**src/rtl/axi_st_d256_pkg.sv**
```systemverilog
// rtl/axi_st_d256_pkg.sv - shared widths, buffer entry layout and tkeep helper
package axi_st_d256_pkg;

  localparam int ST_DATA_W  = 256;
  localparam int ST_KEEP_W  = 32;
  localparam int ST_ENTRY_W = 1 + ST_KEEP_W + ST_DATA_W;

  typedef struct packed {
    logic                 tlast;
    logic [ST_KEEP_W-1:0] tkeep;
    logic [ST_DATA_W-1:0] tdata;
  } st_entry_t;

  // True only for a non-zero mask of the form 2^n-1 (low bytes valid, no holes).
  function automatic logic keep_is_contiguous(input logic [ST_KEEP_W-1:0] keep);
    return (keep != '0) && ((keep & (keep + ST_KEEP_W'(1))) == '0);
  endfunction

endpackage

```
**src/rtl/axi_st_d256_tx_pkt_buffer_mem.sv**
```systemverilog
// rtl/axi_st_d256_tx_pkt_buffer_mem.sv - beat storage, synchronous write, asynchronous read
module axi_st_d256_tx_pkt_buffer_mem
  import axi_st_d256_pkg::*;
#(
  parameter int DEPTH = 16,
  parameter int AW    = $clog2(DEPTH)
) (
  input  logic                  clk,
  input  logic                  wr_en,
  input  logic [AW-1:0]         wr_addr,
  input  logic [ST_ENTRY_W-1:0] wr_data,
  input  logic [AW-1:0]         rd_addr,
  output logic [ST_ENTRY_W-1:0] rd_data
);

  st_entry_t mem [DEPTH];

  always_ff @(posedge clk) begin
    if (wr_en) mem[wr_addr] <= st_entry_t'(wr_data);
  end

  assign rd_data = mem[rd_addr];

endmodule

```
**src/rtl/axi_st_d256_tx_pkt_buffer.sv**
```systemverilog
// rtl/axi_st_d256_tx_pkt_buffer.sv - ingress packet FIFO with cut-through / store-and-forward release
module axi_st_d256_tx_pkt_buffer
  import axi_st_d256_pkg::*;
#(
  parameter int DEPTH  = 16,
  parameter int DATA_W = ST_DATA_W,
  parameter int KEEP_W = ST_KEEP_W
) (
  input  logic                       clk_wr,
  input  logic                       rst_wr,
  input  logic                       tx_online,
  input  logic                       sf_mode,
  input  logic                       err_clr,
  input  logic [DATA_W-1:0]          in_tdata,
  input  logic [KEEP_W-1:0]          in_tkeep,
  input  logic                       in_tlast,
  input  logic                       in_tvalid,
  output logic                       in_tready,
  output logic [DATA_W-1:0]          out_tdata,
  output logic [KEEP_W-1:0]          out_tkeep,
  output logic                       out_tlast,
  output logic                       out_tvalid,
  input  logic                       out_tready,
  output logic [$clog2(DEPTH+1)-1:0] fifo_level,
  output logic [$clog2(DEPTH+1)-1:0] pkt_count,
  output logic                       err_keep
);

  localparam int AW = $clog2(DEPTH);
  localparam int LW = $clog2(DEPTH+1);
  localparam logic [LW-1:0] LEVEL_FULL = LW'(DEPTH);

  logic [AW-1:0] wr_ptr;
  logic [AW-1:0] rd_ptr;
  logic          rst_q;
  logic          hold;
  logic          full;
  logic          empty;
  logic          push;
  logic          pop;
  logic          offer;
  logic          keep_bad;
  st_entry_t     wr_entry;
  st_entry_t     rd_entry;
  logic [ST_ENTRY_W-1:0] rd_bits;

  assign full  = (fifo_level == LEVEL_FULL);
  assign empty = (fifo_level == '0);

  // rst_q keeps the input closed for one extra cycle after reset release.
  assign in_tready = !rst_wr && !rst_q && !full;
  assign push      = in_tvalid && in_tready;

  // Full buffer releases an oversized packet in store-and-forward mode.
  assign offer      = !empty && tx_online && (!sf_mode || (pkt_count != '0) || full);
  assign out_tvalid = !rst_wr && (offer || hold);
  assign pop        = out_tvalid && out_tready;

  assign keep_bad = in_tlast ? !keep_is_contiguous(in_tkeep) : (in_tkeep != '1);

  assign wr_entry.tlast = in_tlast;
  assign wr_entry.tkeep = in_tkeep;
  assign wr_entry.tdata = in_tdata;

  assign rd_entry  = st_entry_t'(rd_bits);
  assign out_tdata = rd_entry.tdata;
  assign out_tkeep = rd_entry.tkeep;
  assign out_tlast = rd_entry.tlast;

  axi_st_d256_tx_pkt_buffer_mem #(
    .DEPTH (DEPTH),
    .AW    (AW)
  ) u_mem (
    .clk     (clk_wr),
    .wr_en   (push),
    .wr_addr (wr_ptr),
    .wr_data (wr_entry),
    .rd_addr (rd_ptr),
    .rd_data (rd_bits)
  );

  always_ff @(posedge clk_wr) begin
    if (rst_wr) begin
      rst_q      <= 1'b1;
      wr_ptr     <= '0;
      rd_ptr     <= '0;
      fifo_level <= '0;
      pkt_count  <= '0;
      hold       <= 1'b0;
      err_keep   <= 1'b0;
    end else begin
      rst_q <= 1'b0;
      if (push) wr_ptr <= wr_ptr + AW'(1);
      if (pop)  rd_ptr <= rd_ptr + AW'(1);

      case ({push, pop})
        2'b10:   fifo_level <= fifo_level + LW'(1);
        2'b01:   fifo_level <= fifo_level - LW'(1);
        default: fifo_level <= fifo_level;
      endcase

      case ({push && in_tlast, pop && rd_entry.tlast})
        2'b10:   pkt_count <= pkt_count + LW'(1);
        2'b01:   pkt_count <= pkt_count - LW'(1);
        default: pkt_count <= pkt_count;
      endcase

      // Once valid is shown it must stay until accepted, whatever the offer does.
      if (pop)                           hold <= 1'b0;
      else if (out_tvalid && !out_tready) hold <= 1'b1;

      if (push && keep_bad) err_keep <= 1'b1;
      else if (err_clr)     err_keep <= 1'b0;
    end
  end

endmodule

```
**config.mk**
```make
export PLATFORM = sky130hd
export DESIGN_NAME = axi_st_d256_tx_pkt_buffer
export DESIGN_NICKNAME = d
export VERILOG_FILES = /design/src/rtl/axi_st_d256_pkg.sv /design/src/rtl/axi_st_d256_tx_pkt_buffer_mem.sv /design/src/rtl/axi_st_d256_tx_pkt_buffer.sv
export SDC_FILE = /design/constraint.sdc
export NUM_CORES = 2
export LEC_CHECK = 0
export CAP_MARGIN = 20
export CORE_MARGIN = 4
export CORE_UTILIZATION = 58
export DETAILED_ROUTE_END_ITERATION = 16
export PLACE_DENSITY_LB_ADDON = 0.25
export RECOVER_POWER = 100
export SLEW_MARGIN = 30
export SYNTH_ARGS = -nofsm -noshare
export SYNTH_HDL_FRONTEND = slang
export SYNTH_MEMORY_MAX_BITS = 65536
export SYNTH_SLANG_ARGS = --single-unit
```
**constraint.sdc**
```tcl
create_clock -name clk_wr -period 66.6 [get_ports clk_wr]
set_clock_uncertainty 0.15 [all_clocks]
set_input_delay 19.98 -clock clk_wr [delete_from_list [all_inputs] [get_ports clk_wr]]
set_output_delay 19.98 -clock clk_wr [all_outputs]
set_load 0.01 [all_outputs]
```
Word-level counts from Yosys, hierarchy flattened

Memory sizes are Yosys's and may differ from the RTL's. A register that Yosys moved wholly into a read port is not among the register bits.
Index checks and enable logic that the tools add are counted.

Flip-flop bits (word level): 21
Memory bits (writable): 4624
Input bits: 296
Output and inout port bits: 302
Logic and storage cells: 62
Memories: 1

Memory list:

| name      | depth | bits a word | read ports | clocked after memory_dff | write ports | line                                | text |
|---|---|---|---|---|---|---|---|
| u_mem.mem | 16    | 289         | 1          | 1                        | 1           | axi_st_d256_tx_pkt_buffer_mem.sv:16 | `st_entry_t mem [DEPTH];` |

Add/subtract/negate cells: 7
Equality and inequality tests: 6
Mux-type cells: 10
Bitwise operators: 1
Reduce and logical (&&, ||, !) cells: 30

Operator list:

| kind                                                                  | number |
|---|---|
| 32-bit by 1-bit adder with 32-bit output, second input constant       | 1 |
| 32-bit AND                                                            | 1 |
| 32-bit logical NOT                                                    | 1 |
| 32-bit inequality test, second input constant                         | 1 |
| 32-bit nonzero test                                                   | 1 |
| 5-bit case mux with 2 select lines                                    | 2 |
| 1-bit logical AND                                                     | 12 |
| 5-bit by 1-bit adder with 5-bit output, second input constant         | 2 |
| 5-bit by 1-bit subtractor with 5-bit output, second input constant    | 2 |
| 4-bit by 1-bit adder with 4-bit output, second input constant         | 2 |
| 4-bit two-way mux                                                     | 2 |
| 1-bit logical NOT                                                     | 7 |
| 1-bit two-way mux                                                     | 6 |
| 2-bit nonzero test                                                    | 3 |
| 5-bit equality test, second input constant                            | 1 |
| 5-bit logical NOT                                                     | 1 |
| 5-bit nonzero test                                                    | 1 |
| 2-bit by 1-bit equality test with 1-bit output, second input constant | 2 |
| 2-bit equality test, second input constant                            | 2 |
| 1-bit logical OR                                                      | 3 |
| 2-bit OR reduction                                                    | 1 |

Depth between registers and ports, before layout

Word-level depth: 10
Mapped depth: 14
Mapped depth without buffers: 14

By module

From an unflattened synthesis, not the netlist that was laid out.

Cells, all modules: 7400
Area total of the unflattened synthesis: 174725.1 µm²

By module, submodules not included:

| module                        | times used | cells an instance | area an instance (µm²) | sequential area each (µm²) |
|---|---|---|---|---|
| axi_st_d256_tx_pkt_buffer_mem | 1          | 7203              | 173171.1               | 138853.2 |
| axi_st_d256_tx_pkt_buffer     | 1          | 197               | 1554.0                 | 420.4 |

Worst setup path after synthesis

Ideal clock, no wire load.

Path kind: input port to flip-flop
From: input port rst_wr
To: memory u_mem.mem[3][0] (netlist bit), enable pin
Setup time: 1.294 ns
Data arrival time: 40.260 ns
Data required time: 65.156 ns
Path slack: 24.895 ns
Stages: 5
Buffers on the path: 1
Cell sequence: a211oi_1 and2_1 buf_2 nand2_1 nor3_1

Cells in the longest elaborated chain, start to end: 6

Ends and longest elaborated chain:

| element                                 | line                                | text |
|---|---|---|
| from (decl)                             | axi_st_d256_tx_pkt_buffer.sv:10     | `input logic rst_wr,` |
| 1-bit logical NOT                       | axi_st_d256_tx_pkt_buffer.sv:51     | `assign in_tready = !rst_wr && !rst_q && !full;` |
| 1-bit logical AND (2 in series)         | axi_st_d256_tx_pkt_buffer.sv:51     |  |
| 1-bit logical AND                       | axi_st_d256_tx_pkt_buffer.sv:52     | `assign push = in_tvalid && in_tready;` |
| 1-bit two-way mux                       | axi_st_d256_tx_pkt_buffer_mem.sv:19 | `if (wr_en) mem[wr_addr] <= st_entry_t'(wr_data);` |
| 1-bit two-way mux (implied by the code) | axi_st_d256_tx_pkt_buffer_mem.sv:19 |  |
| to (decl)                               | axi_st_d256_tx_pkt_buffer_mem.sv:16 |  |

No other way between the ends.

==> impl_metrics.ini <==
[yosys]
ys_ff_latch = 4649
synth_cell_types = 48
synth.largest_area_cell = edfxtp_1
synthCells = 6730
ys.flop_type = edfxtp_1
yosys_warnings = 0
yosysSeqAreaShare_pct = 79.6
syn-cell-area_um2 = 175000
yosysTopAreaCellShare_pct = 79.3
synth_edf_count = 4624
synth_area_leaders = edfxtp_1 (79%), mux4_2 (18%), buf_4 (0.33%), clkbuf_1 (0.33%), dfxtp_1 (0.29%)
async_flop_share_pct = 0
syn_avg_cell_area_um2 = 26.0
synth_nets = 7041

[sta]
maxSlewHeadroom_pct = -543
period_share_pct = 65.6
rsz0062_at_grt = false
fin_ws_ns = 22.93
timing.final.crit_period_ns = 43.67
worstMarginPinSlew_ns = 9.64
hold_viol_final = 0
setup_viol = 0
max_freq_mhz = 22.9
slew_violations = 5968
fin_tns_setup_ns = 0

[drt]
vias_per_cell = 6.54
drtIter0Drc = 10038
finalWirelength_um = 396000
first_pass_iters = 7
drcViolationCount = 0
via_count = 78316
wl_per_cell_um = 33.1
final_antenna_net_count = 0

[pwr]
ir_drop_mv = 0.0240
leakagePower_uw = 0.0594
powerDensity_nw_per_um2 = 29.3

[place]
dp.final_hpwl_um = 198000
gp_congestion = 0.785
port_buffers = 597
place_area_um2 = 186000
dp_slack_ns = 24.35

[finish]
final_common_cell = edfxtp_1
drive_above_1_share_pct = 25.9
areaGrowthSynthToFinish_pct = 14.1
final_area_um2 = 200000
n_fill_cell = 18215
nets = 7914
layout.cells.most_common_list = edfxtp_1 (4624), mux4_2 (1412), dlygate4sd3_1 (567)

[grt]
grt_pass1_vias = 81759
grt_max_degree = 150
antenna_found_initial = 135
grt_first_pass_wirelength_um = 575000
grt_usage_pct = 25.6
grt-ovfl-total = 0

[clocking]
hold_buffers = 0
cts_tree = built
clockBufferDepth = 4
cts_root_buf = clkbuf_16
clk_pin_slew_ns = 0.06
clock_sinks = 4649
postCtsSetupBuffers = 0
htree_levels = 5
clkLatencyLatePin_ns = 0.95
postCtsResizedCells = 0
numCtsBuffers = 450

[hold_path]
min_path_type = flip-flop to flip-flop
min_path_cells = 1
hp-start = rd_ptr[3]

[floorplanning]
coreArea_um2 = 300000
boundaryPins = 598
rows = 201
die_y_um = 557
die-width_um = 557
die-area_um2 = 311000
initial_core_util_pct = 58.3

[run]
maxCapViolations = 131

[setup_path]
critPathRequiredTime_ns = 46.47
crit_fanout = 60
crit_type = flip-flop to output port
r2r-start = fifo_level[0]
worstPathArrival_ns = 23.54
r2r_slack_ns = 49.80
r2r-end = u_mem.mem[0][282]
r2r_cells = 9
critPathLaunchType = flip-flop
crit_path_end_kind = output port

[status]
violations = capacitance limit, slew limit
status = complete, but fails checks
==> worst max path at each step <==
stage / start / to / slack, ns / cells past startpoint
after global placement: sf_mode / out_tvalid / 24.28 / 5
after global routing: flip-flop / out_tdata[148] / 18.49 / 9
after CTS: sf_mode / out_tvalid / 24.35 / 5
after detailed placement: sf_mode / out_tvalid / 24.35 / 5
after floorplan: rst_wr / u_mem.mem[3][0] / 24.90 / 5
final: flip-flop / out_tdata[148] / 22.93 / 9
==> cell families after synthesis <==
logic type	after synthesis	share of synthesized area, %
AOI/OAI and AO/OA	103	0.371
xor gates and xnor gates	10	0.0543
muxes	1450	18.4
DFF	4649	79.6
and+or+nand+nor	149	0.455
buffers and inverters	354	1.03
adders and majority gates	15	0.116
==> through the flow <==
step | std cells | hold slack [ns] | util, % | power, uW
floorplan | 6730 | 0.278 | - | 3360
global placement | 11100 | 0.288 | 61.9 | 3440
detailed placement | 11101 | 0.292 | 61.9 | 3440
CTS | 11921 | 0.306 | 66.7 | 5900
global route | 11942 | 0.331 | 66.5 | 6040
finish | 11984 | 0.309 | 66.5 | 5860
==> per-layer routing <==
layer	track usage, %	up-vias	share of wire [%]
met3	6.57	707	10
met2	41.1	3852	50
met1	35.9	42305	37
met4	6.34	74	2.6
met5	0	-	0.12
li1	-	31378	-
==> state kept, by name, summed over array words and instances (netlist names), named ones only <==
register and flops:
pkt_count 5, rd_ptr 4, rst_q 1, fifo_level 5
err_keep 1, hold 1, u_mem.mem 4624, wr_ptr 4
==> power breakdown <==
part           switching [uW]  internal [uW]  total, uW
Clock                    1070           1410       2480
Combinational            83.8           65.4        149
Sequential               2.21           3230       3230
Total                    1160           4700       5860
==> critical path: stages, from the launching register on <==
cell and delay (ns):
dfxtp_1 0.84, clkbuf_1 3.01, clkbuf_1 2.71, clkbuf_1 3.24, clkbuf_1 3.22, clkbuf_1 3.55
clkbuf_1 3.65, mux4_2 0.83, mux4_2 0.50, dlygate4sd3_1 0.71
==> synthesized netlist by cell type, drive strengths merged (6+ instances only) <==
cell,n
nor3,12
dfxtp,25
xor2,6
nand2,23
mux4,1412
ha,13
a211oi,34
edfxtp,4624
nor4,8
nor2b,38
buf,186
nand4,7
nor2,38
nand2b,7
mux2i,37
a21oi,51
inv,14
clkbuf,154
==> layout make-up <==
cell class,count,area [um^2],area share (%)
Antenna cell,55,138,0.0689
Tap cell,3958,4950,2.48
Multi-Input combinational cell,1727,33900,17.0
Clock inverter,260,2700,1.35
Sequential cell,4649,139000,69.8
Timing Repair Buffer,761,6820,3.42
Inverter,14,52.6,0.0263
Clock buffer,560,11800,5.90
(Power assumes the default switching activity.)
